$ cat src/rtl/cordic_ctrl_pkg.sv
// Shared types and default widths for the CORDIC sweep sequencer.
package cordic_ctrl_pkg;

    localparam int FREQ_W  = 12;
    localparam int DWELL_W = 24;

    typedef enum logic [2:0] {
        IDLE  = 3'd0,
        LOAD  = 3'd1,
        DWELL = 3'd2,
        STEP  = 3'd3,
        DONE  = 3'd4
    } state_t;

    typedef enum logic {
        UP   = 1'b0,
        DOWN = 1'b1
    } dir_t;

    // Dwell counter reload: a programmed dwell of 0 behaves like 1.
    function automatic logic [DWELL_W-1:0] dwell_reload(input logic [DWELL_W-1:0] d);
        return (d == '0) ? '0 : d - DWELL_W'(1);
    endfunction

endpackage

$ cat src/rtl/cordic_sweep_ctrl_if.sv
// Configuration and status bundle between the config source and the sweep sequencer.
interface cordic_sweep_ctrl_if #(
    parameter int FREQ_W  = cordic_ctrl_pkg::FREQ_W,
    parameter int DWELL_W = cordic_ctrl_pkg::DWELL_W
);
    logic               start;
    logic               stop;
    logic [FREQ_W-1:0]  f_start;
    logic [FREQ_W-1:0]  f_stop;
    logic [FREQ_W-1:0]  f_step;
    logic [DWELL_W-1:0] dwell;
    logic               cont;
    logic               wave_cfg;
    logic [FREQ_W-1:0]  freq;
    logic               waveform_sel;
    logic               freq_tick;
    logic               busy;
    logic               done;
    logic               err;

    modport master (
        output start, stop, f_start, f_stop, f_step, dwell, cont, wave_cfg,
        input  freq, waveform_sel, freq_tick, busy, done, err
    );

    modport slave (
        input  start, stop, f_start, f_stop, f_step, dwell, cont, wave_cfg,
        output freq, waveform_sel, freq_tick, busy, done, err
    );
endinterface

$ cat src/rtl/dwell_counter.sv
// Down-counter timing how long each frequency step is held.
module dwell_counter #(
    parameter int DWELL_W = 24
) (
    input  logic               clk,
    input  logic               srst,
    input  logic               i_load,
    input  logic [DWELL_W-1:0] i_load_val,
    input  logic               i_dec,
    output logic               o_zero
);
    logic [DWELL_W-1:0] r_count;

    // Load has priority over decrement; the count never wraps below zero.
    always_ff @(posedge clk) begin
        if (srst) begin
            r_count <= '0;
        end else if (i_load) begin
            r_count <= i_load_val;
        end else if (i_dec && (r_count != '0)) begin
            r_count <= r_count - DWELL_W'(1);
        end
    end

    assign o_zero = (r_count == '0);
endmodule

$ cat src/rtl/cordic_sweep_ctrl.sv
// Frequency sweep sequencer driving the CORDIC tone generator's freq word.
module cordic_sweep_ctrl
    import cordic_ctrl_pkg::*;
(
    input  logic clk1,
    input  logic reset,
    cordic_sweep_ctrl_if.slave bus
);
    state_t              r_state, w_state_next;
    dir_t                r_dir, w_dir_next;
    logic                r_start_pend;
    logic [FREQ_W-1:0]   r_sh_f_start, r_sh_f_stop, r_sh_f_step;
    logic [DWELL_W-1:0]  r_sh_dwell;
    logic                r_sh_cont, r_sh_wave;
    logic [FREQ_W-1:0]   r_freq, w_freq_next;
    logic                r_wave, w_wave_next;
    logic                r_err, w_err_next;
    logic                r_tick, r_busy, r_done;
    logic                w_capture, w_cfg_bad;
    logic                w_cnt_load, w_cnt_dec, w_cnt_zero;
    logic [DWELL_W-1:0]  w_cnt_reload;
    logic [FREQ_W:0]     w_up_sum, w_dn_diff;
    logic [FREQ_W-1:0]   w_up_val, w_dn_val;

    // A start is registered together with the config so the validity check
    // works from stable shadow copies; stop in the same cycle vetoes it.
    assign w_capture    = (r_state == IDLE) && bus.start && !bus.stop && !r_start_pend;
    assign w_cfg_bad    = (r_sh_f_step == '0) || (r_sh_f_start > r_sh_f_stop);
    assign w_cnt_reload = dwell_reload(r_sh_dwell);

    // Saturating step arithmetic one bit wider so neither direction wraps.
    assign w_up_sum  = {1'b0, r_freq} + {1'b0, r_sh_f_step};
    assign w_dn_diff = {1'b0, r_freq} - {1'b0, r_sh_f_step};
    assign w_up_val  = (w_up_sum > {1'b0, r_sh_f_stop}) ? r_sh_f_stop : w_up_sum[FREQ_W-1:0];
    assign w_dn_val  = (w_dn_diff[FREQ_W] || (w_dn_diff < {1'b0, r_sh_f_start}))
                       ? r_sh_f_start : w_dn_diff[FREQ_W-1:0];

    dwell_counter #(.DWELL_W(DWELL_W)) u_dwell (
        .clk        (clk1),
        .srst       (reset),
        .i_load     (w_cnt_load),
        .i_load_val (w_cnt_reload),
        .i_dec      (w_cnt_dec),
        .o_zero     (w_cnt_zero)
    );

    // Shadow config and pending-start flag, updated only from IDLE.
    always_ff @(posedge clk1) begin
        if (reset) begin
            r_start_pend <= 1'b0;
            r_sh_f_start <= '0;
            r_sh_f_stop  <= '0;
            r_sh_f_step  <= '0;
            r_sh_dwell   <= '0;
            r_sh_cont    <= 1'b0;
            r_sh_wave    <= 1'b0;
        end else begin
            r_start_pend <= w_capture;
            if (w_capture) begin
                r_sh_f_start <= bus.f_start;
                r_sh_f_stop  <= bus.f_stop;
                r_sh_f_step  <= bus.f_step;
                r_sh_dwell   <= bus.dwell;
                r_sh_cont    <= bus.cont;
                r_sh_wave    <= bus.wave_cfg;
            end
        end
    end

    // State register.
    always_ff @(posedge clk1) begin
        if (reset) r_state <= IDLE;
        else       r_state <= w_state_next;
    end

    // Next state and datapath updates for each sweep phase.
    always_comb begin
        w_state_next = r_state;
        w_freq_next  = r_freq;
        w_wave_next  = r_wave;
        w_dir_next   = r_dir;
        w_err_next   = r_err;
        w_cnt_load   = 1'b0;
        w_cnt_dec    = 1'b0;
        case (r_state)
            IDLE: begin
                if (r_start_pend && !bus.stop) begin
                    if (w_cfg_bad) begin
                        w_err_next   = 1'b1;
                        w_state_next = DONE;
                    end else begin
                        w_err_next   = 1'b0;
                        w_state_next = LOAD;
                    end
                end
            end
            LOAD: begin
                if (bus.stop) begin
                    w_state_next = IDLE;
                end else begin
                    w_freq_next  = r_sh_f_start;
                    w_wave_next  = r_sh_wave;
                    w_dir_next   = UP;
                    w_cnt_load   = 1'b1;
                    w_state_next = DWELL;
                end
            end
            DWELL: begin
                if (bus.stop)        w_state_next = IDLE;
                else if (w_cnt_zero) w_state_next = STEP;
                else                 w_cnt_dec    = 1'b1;
            end
            STEP: begin
                if (bus.stop) begin
                    w_state_next = IDLE;
                end else if ((r_dir == UP) && (r_freq == r_sh_f_stop) && !r_sh_cont) begin
                    w_state_next = DONE;
                end else begin
                    w_cnt_load   = 1'b1;
                    w_state_next = DWELL;
                    if (r_dir == UP) begin
                        if (r_freq != r_sh_f_stop) begin
                            w_freq_next = w_up_val;
                        end else begin
                            w_dir_next  = DOWN;
                            w_freq_next = w_dn_val;
                        end
                    end else begin
                        if (r_freq != r_sh_f_start) begin
                            w_freq_next = w_dn_val;
                        end else begin
                            w_dir_next  = UP;
                            w_freq_next = w_up_val;
                        end
                    end
                end
            end
            DONE:    w_state_next = IDLE;
            default: w_state_next = IDLE;
        endcase
    end

    // Registered outputs; busy/done decode the state being entered.
    always_ff @(posedge clk1) begin
        if (reset) begin
            r_freq <= '0;
            r_wave <= 1'b0;
            r_dir  <= UP;
            r_err  <= 1'b0;
            r_tick <= 1'b0;
            r_busy <= 1'b0;
            r_done <= 1'b0;
        end else begin
            r_freq <= w_freq_next;
            r_wave <= w_wave_next;
            r_dir  <= w_dir_next;
            r_err  <= w_err_next;
            r_tick <= (w_freq_next != r_freq);
            r_busy <= (w_state_next == LOAD) || (w_state_next == DWELL) || (w_state_next == STEP);
            r_done <= (w_state_next == DONE);
        end
    end

    assign bus.freq         = r_freq;
    assign bus.waveform_sel = r_wave;
    assign bus.freq_tick    = r_tick;
    assign bus.busy         = r_busy;
    assign bus.done         = r_done;
    assign bus.err          = r_err;
endmodule

$ cat src/flat_wrapper.sv
// flat-port wrapper written by rule: the top's interface ports become plain ports
module cordic_sweep_ctrl_flat import cordic_ctrl_pkg::*;
  (clk1, reset, bus_start, bus_stop, bus_f_start, bus_f_stop, bus_f_step, bus_dwell, bus_cont, bus_wave_cfg, bus_freq, bus_waveform_sel, bus_freq_tick, bus_busy, bus_done, bus_err);
  cordic_sweep_ctrl_if bus_i ();
  input  logic clk1;
  input  logic reset;
  input wire logic [$bits(bus_i.start)-1:0] bus_start;
  input wire logic [$bits(bus_i.stop)-1:0] bus_stop;
  input wire logic [$bits(bus_i.f_start)-1:0] bus_f_start;
  input wire logic [$bits(bus_i.f_stop)-1:0] bus_f_stop;
  input wire logic [$bits(bus_i.f_step)-1:0] bus_f_step;
  input wire logic [$bits(bus_i.dwell)-1:0] bus_dwell;
  input wire logic [$bits(bus_i.cont)-1:0] bus_cont;
  input wire logic [$bits(bus_i.wave_cfg)-1:0] bus_wave_cfg;
  output wire logic [$bits(bus_i.freq)-1:0] bus_freq;
  output wire logic [$bits(bus_i.waveform_sel)-1:0] bus_waveform_sel;
  output wire logic [$bits(bus_i.freq_tick)-1:0] bus_freq_tick;
  output wire logic [$bits(bus_i.busy)-1:0] bus_busy;
  output wire logic [$bits(bus_i.done)-1:0] bus_done;
  output wire logic [$bits(bus_i.err)-1:0] bus_err;
  assign bus_i.start = bus_start;
  assign bus_i.stop = bus_stop;
  assign bus_i.f_start = bus_f_start;
  assign bus_i.f_stop = bus_f_stop;
  assign bus_i.f_step = bus_f_step;
  assign bus_i.dwell = bus_dwell;
  assign bus_i.cont = bus_cont;
  assign bus_i.wave_cfg = bus_wave_cfg;
  assign bus_freq = bus_i.freq;
  assign bus_waveform_sel = bus_i.waveform_sel;
  assign bus_freq_tick = bus_i.freq_tick;
  assign bus_busy = bus_i.busy;
  assign bus_done = bus_i.done;
  assign bus_err = bus_i.err;
  cordic_sweep_ctrl u_core (.clk1(clk1), .reset(reset), .bus(bus_i));
endmodule
$ cat config.mk
export PLATFORM = sky130hd
export DESIGN_NAME = cordic_sweep_ctrl_flat
export DESIGN_NICKNAME = d
export VERILOG_FILES = /design/src/rtl/cordic_ctrl_pkg.sv /design/src/rtl/cordic_sweep_ctrl_if.sv /design/src/rtl/dwell_counter.sv /design/src/rtl/cordic_sweep_ctrl.sv /design/src/flat_wrapper.sv
export SDC_FILE = /design/constraint.sdc
export NUM_CORES = 1
export LEC_CHECK = 0
export BUFFER_PORTS_ARGS = -buffer_cell sky130_fd_sc_hd__buf_2
export CAP_MARGIN = 20
export CORE_UTILIZATION = 55
export DETAILED_ROUTE_END_ITERATION = 10
export GPL_ROUTABILITY_DRIVEN = 1
export PLACE_DENSITY = 0.78
export SKIP_LAST_GASP = 1
export SLEW_MARGIN = 20
export SYNTH_ARGS = -nofsm -noshare
export SYNTH_HDL_FRONTEND = slang
export SYNTH_SLANG_ARGS = --single-unit
export TNS_END_PERCENT = 30
$ cat constraint.sdc
create_clock -name clk1 -period 10.93 [get_ports clk1]
set_input_delay 0.5465 -clock clk1 [delete_from_list [all_inputs] [get_ports clk1]]
set_output_delay 0.5465 -clock clk1 [all_outputs]
set_load 0.1 [all_outputs]
==> summary.md <==
| Metric | Value |
|---|---|
| Outcome | finished clean |
| Fmax | 173 MHz |
| Leading area contributor after synthesis | dfxtp_1 |
| Ant. Diodes | 0 |
| Non-filler cells, final | 1325 |
| Crit path max-delay cell type | dfxtp_1 |
| R2R depth | 19 |
| RD Place Congestion | 1.04 |
| Skew-Pair Late Insertion Delay | 0.36 ns |
| Startpoint Class | flip-flop |
| Row count | 43 |
| PostCTS Resize Cnt | 0 |
| Hold path start | bus_dwell[5] |
| Starting Density | 0.569 |
| Crit path buffers/inverters | 1 |
| Skew final | 0.0136 ns |
| R2R Setup Slk | 5.16 ns |
| Syn nets | 1226 |
| Max-slew violations | 0 |
| H-tree lvl count | 3 |
| CP delay by family, top | compound AO/OA/AOI/OAI gates |
| Commonest non-fill, non-tap cell in the layout | nand2_1 |
| Worst slew margin | 0.354 |
| Synth async-reset ratio | 0 |
| Hold path endpoint | u_core.r_sh_dwell[5] |
| Worst hold slack | 0.410 ns |
| Largest net degree at the start of global routing | 93 |
| Aggregate global routing overflow | 0 |
| 1st-iter DRT viols | 836 |
| Post-CTS setup buffer count | 0 |
| Max incr delay on CP | 0.58 ns |
| Most used cell, CP | ha_1 |
| Period utilization | 0.528 |
| Mean Syn Cell Area | 7.28 um^2 |
| Layout cell share with drive strength beyond 1 | 0.104 |
| Io pins | 83 |
| Initial antenna violation count | 0 |
| Final Total Pwr | 0.00105 W |
| Power density cells | 120 nW/um^2 |
| CTS sink cnt | 108 |
| DIE AREA | 15000 um^2 |
| Fin Setup TNS | 0 ns |
| HP Class | in -> reg |
| Seq/Total Area, Yosys | 0.271 |
| Yosys top cell area share | 0.271 |
| Drt pass-1 iters | 6 |
| Routed Wire Length | 26300 um |
| CP max FO | 11 |
| Root Driver | clkbuf_16 |
| Inst Count DP | 1309 |
| WHS Path Cells | 3 |
| Synth area leaders | dfxtp_1 (27%), ha_1 (9.6%), nand2_1 (9.0%) |
| WP data arrival | 5.96 ns |
| IO buf count | 82 |
| CP Cell Sequence | ha_1 > nor2b_1 > a211oi_1 > o221ai_1 > o31ai_1 > a221oi_1 > xnor2_1 > inv_1 > ha_1 > nand4_1 > or4_1 > o311a_1 > nor3_2 > nand2_1 > o21ai_0 > a22oi_1 > a22o_1 > nor3_1 > a41oi_1 |
| Worst setup EP type | flip-flop |
| Max-cap violations | 0 |
| TritonCTS clock tree | done |
| Synth-to-Final Area Change | 9.70% |
| Mapped Area | 7990 um^2 |
| Ys Warns | 0 |
| Peak supply drop | 0.0937 mV |
| Floorplan core area | 14000 um^2 |
| Post-synth EDFFs | 0 |
| Via density | 6.14 |
| Synth cell types | 68 |
| Worst R2R Start | u_core.bus.freq[2] |
| Via Count | 8133 |
| Hold Vio Cnt, Final | 0 |
| Most frequent cells in the layout | nand2_1 (192), a21oi_1 (128), dfxtp_1 (108) |
| All-Layer GR Usage | 0.356 |
| Nets@finish | 1269 |
| ANT nets after route | 0 |
| Die H | 123 um |
| Synth Register Bits | 108 |
| Die width | 123 um |
| WS Path Type | reg -> reg |
| Mapped Cells | 1097 |
| Via count of the first global-routing pass | 7438 |
| Finish-stage setup viols | 0 |
| Leak | 3.61 nW |
| Hold buffers post-CTS | 0 |
| Crit path depth | 19 |
| Reg clk slew, reported paths | 0.08 ns |
| Crit path time final | 5.77 ns |
| R2R Path End | u_core.bus.freq_tick |
| DP HPWL | 20100 um |
| Slew of the pin with the lowest slew margin | 0.968 ns |
| Crit path from | u_core.bus.freq[2] |
| Primary FF master, synth | dfxtp_1 |
| RSZ-0062 raised after global routing | false |
| First-pass GRT wire length | 40000 um |
| Routed len/inst | 19.8 um |
| Clock Tree Buf Depth | 2 |
| Worst EP required | 11.11 ns |
| Clock buffer count from CTS | 9 |
| DRC viols | 0 |
layout make-up:
cell class              instances  area, um^2
clock inverters                 6        63.8
flip-flops and latches        108        2160
inverters                      62         233
repair buffers                 90         473
fillers                      1373        5280
multi-input cells             869        5370
clock buffers                  10         239
well taps                     180         225
registers in the layout, indices dropped and copies added, names as in the netlist, 3 cells and up:
name,flops
u_core.r_sh_f_start,12
u_core.r_sh_dwell,24
u_core.r_state,3
u_core.u_dwell.r_count,24
u_core.r_sh_f_stop,12
u_core.bus.freq,12
u_core.r_sh_f_step,12
metal layers:
layer,track usage,share of wire
met5,0,0
met2,0.574,0.45
met4,0.175,0.043
met1,0.449,0.43
met3,0.0767,0.075
Yosys cell counts, drive strengths merged, types with 4 or more instances:
cell and count:
nand2 192, a21oi 128, dfxtp 108, nor2 84, inv 62, ha 61, clkbuf 48, o21ai 44
xnor2 41, nor3 40, xor2 27, nor4 21, nand3 18, a211oi 16, or4 13, mux2i 12
nand2b 12, nand4 12, a21o 11, buf 10, o211ai 10, nor2b 9, or3 9, a31oi 7
and2 7, a22oi 6, and3 6, o31ai 6, a311oi 5, o21a 5, o21bai 5, a221oi 4
a222oi 4, o2111ai 4, o22ai 4, o31a 4, or2 4
worst reg2reg max path: stages, from the launching register on:
cell and delay (ns):
dfxtp_1 0.58, ha_1 0.41, nor2b_1 0.20, a211oi_1 0.28
o221ai_1 0.30, o31ai_1 0.40, a221oi_1 0.15, xnor2_1 0.26
inv_1 0.07, ha_1 0.29, nand4_1 0.09, or4_1 0.54
o311a_1 0.16, nor3_2 0.43, nand2_1 0.28, o21ai_0 0.35
a22oi_1 0.19, a22o_1 0.25, nor3_1 0.19, a41oi_1 0.15
power breakdown:
group / switching [W] / internal, W
combinational: 0.000183 / 0.000109
sequential: 0.0000216 / 0.000406
clock: 0.000166 / 0.000168
total: 0.000371 / 0.000683
how the worst max path moves through the flow:
stage	endpoint	slack, ns
finish	u_core.bus.freq_tick	5.16
global route	u_core.bus.freq_tick	4.76
CTS	u_core.bus.freq_tick	5.25
detailed placement	u_core.bus.freq_tick	5.29
global placement	u_core.bus.freq_tick	5.33
floorplan	u_core.bus.freq_tick	5.52
per-stage QoR:
stage                     utilization  area, um^2  setup slack, ns
after global placement          0.602        8460             5.33
after global routing            0.624        8760             4.76
after detailed placement        0.602        8460             5.29
after floorplan                     -        7990             5.52
after CTS                       0.624        8760             5.25
final                           0.624        8760             5.16
logic make-up (layout without fill, tap and decap cells):
| group | after synthesis | in the layout | share of synthesized area |
|---|---|---|---|
| buf+inv | 120 | 168 | 0.0587 |
| xor+xnor | 68 | 68 | 0.0746 |
| compound gates | 286 | 286 | 0.222 |
| flops | 108 | 108 | 0.271 |
| mux | 12 | 12 | 0.0150 |
| simple gates | 440 | 440 | 0.258 |
| fa+ha+maj | 63 | 63 | 0.101 |
(Power assumes the default switching activity.)
